## src/rtl/amo_pkg.sv

```systemverilog
// Shared core definitions for the atomic memory-operation unit.
package amo_pkg;

  // Sequencer states of the atomic unit.
  typedef enum logic [1:0] {
    IDLE = 2'b00,
    RD   = 2'b01,
    WR   = 2'b10,
    DONE = 2'b11
  } amo_state_t;

  // funct5 encodings (instr[31:27]) of the A-extension word operations.
  typedef enum logic [4:0] {
    AMO_ADD  = 5'b00000,
    AMO_SWAP = 5'b00001,
    AMO_LR   = 5'b00010,
    AMO_SC   = 5'b00011,
    AMO_XOR  = 5'b00100,
    AMO_OR   = 5'b01000,
    AMO_AND  = 5'b01100,
    AMO_MIN  = 5'b10000,
    AMO_MAX  = 5'b10100,
    AMO_MINU = 5'b11000,
    AMO_MAXU = 5'b11100
  } amo_op_t;

endpackage

```

## src/rtl/amo_alu.sv

```systemverilog
// Read-modify-write combiner: new memory value from the old value and rs2.
// Any funct5 without a defined combine (including unknown codes) behaves as SWAP.
module amo_alu
  import amo_pkg::*;
#(
  parameter int XLEN = 32
) (
  input  logic [4:0]      funct5,
  input  logic [XLEN-1:0] old_val,
  input  logic [XLEN-1:0] operand,
  output logic [XLEN-1:0] result
);

  // Select the combine function; MIN/MAX are signed, MINU/MAXU unsigned.
  always_comb begin
    result = operand;
    case (funct5)
      AMO_ADD:  result = old_val + operand;
      AMO_XOR:  result = old_val ^ operand;
      AMO_OR:   result = old_val | operand;
      AMO_AND:  result = old_val & operand;
      AMO_MIN:  result = ($signed(old_val) < $signed(operand)) ? old_val : operand;
      AMO_MAX:  result = ($signed(old_val) > $signed(operand)) ? old_val : operand;
      AMO_MINU: result = (old_val < operand) ? old_val : operand;
      AMO_MAXU: result = (old_val > operand) ? old_val : operand;
      default:  result = operand;
    endcase
  end

endmodule

```

## src/rtl/amo_unit.sv

```systemverilog
// Atomic memory-operation sequencer for the MEM stage (LR.W / SC.W / AMO*.W).
//
// state | meaning
// IDLE  | no atomic in flight; decode MEM-stage atomic, check alignment / reservation
// RD    | read request for LR or the load half of an AMO
// WR    | write request for SC or the store half of an AMO
// DONE  | rd value presented; wait for the MEM stage to advance
//
// The pipeline is frozen while the unit is busy, so addr_mem, rs2_data_mem and
// amo_funct5_mem are stable for the whole sequence; the request fields are
// derived from them directly and therefore stay stable until acknowledged.
module amo_unit
  import amo_pkg::*;
#(
  parameter int XLEN = 32
) (
  input  logic            clk,
  input  logic            reset_n,
  input  logic            is_atomic_mem,
  input  logic [4:0]      amo_funct5_mem,
  input  logic [XLEN-1:0] addr_mem,
  input  logic [XLEN-1:0] rs2_data_mem,
  input  logic            mem_hold,
  input  logic            store_mem,
  input  logic            trap,
  output logic            dmem_req,
  output logic            dmem_we,
  output logic [XLEN-1:0] dmem_addr,
  output logic [XLEN-1:0] dmem_wdata,
  input  logic [XLEN-1:0] dmem_rdata,
  input  logic            dmem_ack,
  output logic            atomic_unit_stall,
  output logic [XLEN-1:0] amo_result,
  output logic            amo_result_valid,
  output logic            amo_misaligned
);

  amo_state_t state, state_nxt;

  // result_q holds the loaded old value during RD->WR and the final rd value in DONE
  logic [XLEN-1:0] result_q, result_nxt;
  logic            resv_valid, resv_valid_nxt;
  logic [XLEN-3:0] resv_addr, resv_addr_nxt;

  logic [XLEN-3:0] word_addr;
  logic            is_lr, is_sc, misaligned, resv_match;
  logic            lr_set, sc_done, resv_clr;
  logic [XLEN-1:0] alu_out;

  assign word_addr  = addr_mem[XLEN-1:2];
  assign is_lr      = (amo_funct5_mem == AMO_LR);
  assign is_sc      = (amo_funct5_mem == AMO_SC);
  assign misaligned = (addr_mem[1:0] != 2'b00);
  assign resv_match = resv_valid && (resv_addr == word_addr);

  amo_alu #(.XLEN(XLEN)) u_alu (
    .funct5  (amo_funct5_mem),
    .old_val (result_q),
    .operand (rs2_data_mem),
    .result  (alu_out)
  );

  // State, captured data and reservation registers.
  always_ff @(posedge clk or negedge reset_n) begin
    if (!reset_n) begin
      state      <= IDLE;
      result_q   <= '0;
      resv_valid <= 1'b0;
      resv_addr  <= '0;
    end else begin
      state      <= state_nxt;
      result_q   <= result_nxt;
      resv_valid <= resv_valid_nxt;
      resv_addr  <= resv_addr_nxt;
    end
  end

  // Next-state decode and memory-request / result outputs.
  always_comb begin
    state_nxt         = state;
    result_nxt        = result_q;
    dmem_req          = 1'b0;
    dmem_we           = 1'b0;
    dmem_addr         = '0;
    dmem_wdata        = '0;
    atomic_unit_stall = 1'b0;
    amo_result        = '0;
    amo_result_valid  = 1'b0;
    amo_misaligned    = 1'b0;
    lr_set            = 1'b0;
    sc_done           = 1'b0;
    case (state)
      IDLE: begin
        if (is_atomic_mem) begin
          atomic_unit_stall = 1'b1;
          if (misaligned) begin
            amo_misaligned = 1'b1;
            result_nxt     = '0;
            state_nxt      = DONE;
          end else if (is_sc) begin
            if (resv_match) begin
              state_nxt = WR;
            end else begin
              result_nxt = {{(XLEN-1){1'b0}}, 1'b1};
              sc_done    = 1'b1;
              state_nxt  = DONE;
            end
          end else begin
            state_nxt = RD;
          end
        end
      end
      RD: begin
        atomic_unit_stall = 1'b1;
        dmem_req          = 1'b1;
        dmem_addr         = {word_addr, 2'b00};
        if (dmem_ack) begin
          result_nxt = dmem_rdata;
          if (is_lr) begin
            lr_set    = 1'b1;
            state_nxt = DONE;
          end else begin
            state_nxt = WR;
          end
        end
      end
      WR: begin
        atomic_unit_stall = 1'b1;
        dmem_req          = 1'b1;
        dmem_we           = 1'b1;
        dmem_addr         = {word_addr, 2'b00};
        dmem_wdata        = is_sc ? rs2_data_mem : alu_out;
        if (dmem_ack) begin
          if (is_sc) begin
            result_nxt = '0;
            sc_done    = 1'b1;
          end
          state_nxt = DONE;
        end
      end
      DONE: begin
        amo_result_valid = 1'b1;
        amo_result       = result_q;
        if (!mem_hold) state_nxt = IDLE;
      end
      default: state_nxt = IDLE;
    endcase
  end

  // Reservation update: an LR in the same cycle as any clear wins.
  always_comb begin
    resv_clr       = sc_done || trap || (store_mem && resv_valid && (resv_addr == word_addr));
    resv_valid_nxt = resv_valid;
    resv_addr_nxt  = resv_addr;
    if (resv_clr) resv_valid_nxt = 1'b0;
    if (lr_set) begin
      resv_valid_nxt = 1'b1;
      resv_addr_nxt  = word_addr;
    end
  end

endmodule

```

## config.mk

```make
export PLATFORM = sky130hd
export DESIGN_NAME = amo_unit
export DESIGN_NICKNAME = d
export VERILOG_FILES = /design/src/rtl/amo_pkg.sv /design/src/rtl/amo_alu.sv /design/src/rtl/amo_unit.sv
export SDC_FILE = /design/constraint.sdc
export NUM_CORES = 1
export LEC_CHECK = 0
export ABC_CLOCK_PERIOD_IN_PS = 5950
export BUFFER_PORTS_ARGS = -buffer_cell sky130_fd_sc_hd__buf_2
export CAP_MARGIN = 5
export CORE_UTILIZATION = 50
export CTS_CLUSTER_SIZE = 14
export DETAILED_ROUTE_END_ITERATION = 6
export PLACE_DENSITY = 0.76
export SETUP_SLACK_MARGIN = 0.3
export SLEW_MARGIN = 0
export SYNTH_ARGS = -nofsm -noshare
export SYNTH_HDL_FRONTEND = slang
export SYNTH_SLANG_ARGS = --single-unit
```

## constraint.sdc

```tcl
create_clock -name clk -period 5.95 [get_ports clk]
set_clock_uncertainty 0.15 [all_clocks]
set_input_delay 1.19 -clock clk [delete_from_list [all_inputs] [get_ports clk]]
set_output_delay 1.19 -clock clk [all_outputs]
set_load 0.005 [all_outputs]
```

Word-level counts from Yosys, hierarchy flattened
Cells that the tools add are included.
- reductions and logical operators: 13
- bitwise operators: 3
- $add $sub $neg: 1
- $lt $le $gt $ge: 4
- equal/unequal tests: 20
- multiplexer cells: 46
- operators with widths (operator ; number):
    $mux 32 ; 15
    $pmux 32 s8 ; 1
    $pmux 32 s3 ; 1
    $gt 32x32->1 ; 2
    $lt 32x32->1 ; 2
    $add 32x32->32 ; 1
    $and 32x32->32 ; 1
    $or 32x32->32 ; 1
    $xor 32x32->32 ; 1
    $eq 30x30->1 ; 1
    $eq 5x5->1 const B ; 4
    $mux 1 ; 20
    $mux 2 ; 6
    $eq 5x2->1 const B ; 2
    $eq 5x4->1 const B ; 2
    $ne 2x2->1 const B ; 5
    $pmux 2 s4 ; 1
    $reduce_and 7->1 ; 1
    $ne 3x3->1 const B ; 2
    $eq 5x3->1 const B ; 1
    $logic_not 5->1 ; 1
    $eq 2x2->1 const B ; 2
    $pmux 1 s2 ; 2
    $reduce_and 4->1 ; 1
    other kinds (7) ; 11
- register bits after elaboration: 65
- output and inout bits: 101
- input bits: 108

Depth between registers and ports, before layout
- word-level depth: 11
- mapped depth: 14

By module
A second synthesis with hierarchy kept.
- cell total of the unflattened synthesis: 1192
- area total of the unflattened synthesis: 9407.8 um2
- by module, submodules not included (module ; area each (um2) ; sequential area each (um2) ; cells each ; times used):
    amo_alu ; 5181.2 ; 0.0 ; 762 ; 1
    amo_unit ; 4226.6 ; 1626.6 ; 430 ; 1

Worst setup path before layout
Ideal clock, no wire load.
- path kind: in2out
- start: in rs2_data_mem[14]
- end: out dmem_wdata[4]
- data required time: 4.610 ns
- cell stages on the path: 14
- path slack: 0.966 ns
- arrival: 3.644 ns
- cell sequence: inv_1 > ha_1 > buf_4 > inv_2 > a221oi_2 > o21bai_1 > o41ai_1 > nand2_1 > buf_6 > xnor2_1 > o22ai_2 > buf_6 > a211oi_1 > a2111oi_1
- cells in the longest elaborated chain, start to end: 5
- elaborated cells between the ends (all ways): 11
- ends and longest elaborated chain (element ; line ; text):
    start: declaration ; amo_unit.sv:22 ; input logic [XLEN-1:0] rs2_data_mem,
    $gt 32x32->1 (tied with other cells) ; amo_alu.sv:25 ; AMO_MAXU: result = (old_val > operand) ? old_val : operand;
    $mux 32 (on tied branches) ; - ;
    $pmux 32 s8 (*) ; amo_alu.sv:17 ; case (funct5)
    $mux 32 (*) ; amo_unit.sv:132 ; dmem_wdata = is_sc ? rs2_data_mem : alu_out;
    $mux 32 (*) ; amo_unit.sv:92 ; case (state)
    end: declaration ; amo_unit.sv:29 ; output logic [XLEN-1:0] dmem_wdata,
Mark *: on every way between the ends. The rest lies on a longest branch, timed or not.

Worst setup path in the final report
- start: in rs2_data_mem[0]
- end: out dmem_wdata[30]
Same word-level chain as after synthesis.

==> flow_summary.toml <==
[critical_path]
crit_chain = "buf_2, ha_1, fa_1, a21oi_2, o2111ai_2, a31o_2, nand3_1, a31oi_1, a221oi_2, o21ai_1, xnor2_1, o41ai_2, buf_4, buf_2"
crit_path_max_incr_delay_ps = 430
critPathKind = "in2out"
crit_path_end_kind = "output port"
cp_top_family = "compound AO/OA/AOI/OAI gates"
cp_slowest_cell = "fa_1"
path_buf_inv = 3
ff2ff_path_depth = 8
crit_path_start_kind = "input pin"
worstPathRequired_ps = 4610
crit_cells = 14
critical_path.most_common_cell = "buf_2"
crit_fanout = 4
arrival_ps = 4290

[clock_network]
cts_made_buffers = 9
cts_tree = "yes"
clk_latency_ps = 330
cts_root_buffer = "clkbuf_16"
cts_buffer_depth = 2
clock_sinks = 65
hold_buffers = 0
path_clk_slew_ps = 50
h-tree-depth = 3

[final_layout]
multiInputGateArea_mm2 = 0.00634
finalNonFillerCells = 1479
layout-drive-gt1-share_pct = 28.6
final_nets = 1462
register_area_mm2 = 0.00163
area_growth_pct = 21.8
fillers = 1499
fin_area_mm2 = 0.0102

[power_and_ir_drop]
irDropWorstVdd_mv = 0.287
power_mw = 3.62
power_density_mw_per_mm2 = 354
p_comb_share_pct = 65.1
swShare_pct = 48.2
switching_power_mw = 1.75
clkPwrFrac_pct = 13.3
p_int_mw = 1.88
seqPwrFrac_pct = 21.6
cellLeakagePower_nw = 4.93

[yosys]
synth_edf_count = 0
synth_seq_cells = 65
yosysSeqAreaShare_pct = 19.4
synthSimpleGateAreaFrac_pct = 19.0
synth.distinct_cells = 78
ys_warn_count = 0
synthArstFlopShare_pct = 100
synthAdderAreaFrac_pct = 15.1
synth_area_mm2 = 0.00840
synth_top_family_by_area = "compound AO/OA/AOI/OAI gates"
synth_flop_cell = "dfrtp_1"
synth.avg_cell_area_um2 = 7.90
synthXorXnorAreaFrac_pct = 6.15
synth-compound-area-share_pct = 26.2
synthMuxAreaShare_pct = 5.54
syn_inst = 1063

[floorplanning]
initial_core_util_pct = 51.0
die_w_um = 132
die_area_mm2 = 0.0173
die_y_um = 132
core_area_mm2 = 0.0165
pin_count = 209
rows = 47

[global_route]
grt_max_degree = 66
antenna_found_initial = 2
grtUsageTotal_pct = 30.5
grt_pass1_vias = 8073
grt_pass1_wl_um = 41900
overflow = 0

[sta]
rsz0062_at_grt = "yes"
hold_viol = 0
clock.fmax_ghz = 0.178
slew_viol_final = 0
fin_crit_sh_pct = 94.6
period_minus_slack_ps = 5630
fin_ws_ps = 321
worst_slew_pin_slew_ps = 1100
maxSlewHeadroom_pct = 26.7
setup_violations = 0

[drt]
vias_per_cell = 5.83
ant_nets = 0
drc = 0
wire_per_inst_um = 18.4
firstDrtPassIters = 6
postRouteWirelength_um = 27300
vias = 8619
drtIter0Drc = 784

[place]
hpwlAfterDp_um = 20300
placed_area_mm2 = 0.00965
numPortBuffers = 206
place_ws_ps = -46.8
globalplace.congestion = 0.999
placed_cells = 1458

[hold_path]
hold_path_class = "reg2reg"
hold_depth = 1

[flow_run]
drv_cap = 0

[status]
status = "finished clean"
## cells by family after synthesis
kind of cell	count (synthesis)
xor gates and xnor gates	59
other	1
and+or+nand+nor	311
muxes	41
DFF	65
AOI/OAI and AO/OA	326
adders and majority gates	101
buffers and inverters	159
## synthesized netlist by cell type, types with 4 or more instances
library cell	n	area share, %
a21oi_1	60	3.6
nor4_1	4	0.30
dfrtp_1	65	19
o32ai_1	7	0.73
o2bb2ai_1	13	1.4
o21ai_0	98	5.8
a2111oi_1	5	0.60
a221oi_1	24	2.5
nand2_1	111	5.0
a211oi_1	19	1.7
inv_1	81	3.6
and3_1	6	0.45
a21o_1	21	1.9
a22oi_1	11	0.98
and2_1	66	4.9
a221o_1	6	0.71
xnor2_1	43	4.5
nand2b_1	5	0.37
xor2_1	16	1.7
ha_1	100	15
buf_2	11	0.66
nand3_1	12	0.71
clkbuf_1	43	1.9
o31ai_1	5	0.45
a221oi_2	4	0.71
nor2_1	53	2.4
nand4_1	12	0.89
o211ai_1	17	1.5
mux2i_1	8	0.95
buf_6	12	1.6
nor3_1	8	0.48
nor2b_1	8	0.60
mux2_2	31	4.2
a31oi_1	9	0.67
## power groups by stage
stage | clock, mW | sequential (mW) | combinational (mW)
CTS | 0.494 | 0.773 | 2.26
global placement | 0 | 0.771 | 2.18
global route | 0.514 | 0.803 | 2.60
detailed placement | 0 | 0.778 | 2.21
floorplan | 0 | 0.709 | 1.55
finish | 0.482 | 0.781 | 2.36
## what timing repair did
item	in CTS	in global routing
pin swaps	1	6
setup endpoints to repair	25	32
cloned	1	0
gates resized for setup	16	37
setup buffers	0	3
## flip-flops by register name (all words and copies together), names as in the netlist
name,count
result_q,32
resv_addr,30
resv_valid,1
state,2
## worst paths after layout
path                                 start              to  slack, ps
min reg2reg                  resv_addr[29]   resv_addr[29]        370
min in group asynchronous          reset_n   resv_addr[24]        880
min                          resv_addr[29]   resv_addr[29]        370
max reg2reg                  resv_addr[13]    result_q[25]       2510
max                        rs2_data_mem[0]  dmem_wdata[30]        320
max in group asynchronous          reset_n     result_q[0]       4200
## layout by cell type, fill, tap and decap left out, drive strengths merged, types with 12 or more instances in the layout
| cell | count |
|---|---|
| buf | 252 |
| nand2 | 112 |
| ha | 100 |
| o21ai | 99 |
| inv | 83 |
| and2 | 66 |
| dfrtp | 65 |
| a21oi | 60 |
| nor2 | 53 |
| xnor2 | 43 |
| mux2 | 31 |
| a221oi | 28 |
| a21o | 21 |
| a211oi | 19 |
| o211ai | 17 |
| xor2 | 16 |
| o2bb2ai | 13 |
| nand4 | 13 |
| clkbuf | 13 |
| nand3 | 12 |
## metrics by stage
stage | utilization (%) | hold slack [ps] | setup TNS (ps)
after floorplan | - | 347 | 0
after global placement | 58.6 | 358 | 0
after detailed placement | 58.6 | 365 | -361
after CTS | 60.9 | 376 | 0
after global routing | 62.1 | 390 | 0
final | 62.1 | 375 | 0
## layout make-up
class                           count  share of cell area, %
Sequential cell                    65                   15.9
Timing Repair Buffer              252                   13.6
Antenna cell                        1                 0.0245
Tap cell                          220                   2.69
Multi-Input combinational cell    841                   62.0
Inverter                           84                   3.08
Clock inverter                      3                  0.147
Clock buffer                       13                   2.54
## per-layer routing
layer | vias to the layer above | global-route usage, % | part of all wire, %
met3 | 59 | 5.32 | 8.5
met1 | 4014 | 40.1 | 42
met2 | 401 | 48.7 | 46
met5 | - | 0 | 0.048
li1 | 4143 | - | -
met4 | 2 | 14.2 | 3.4
Note: power is estimated with default switching activity, not from simulation.
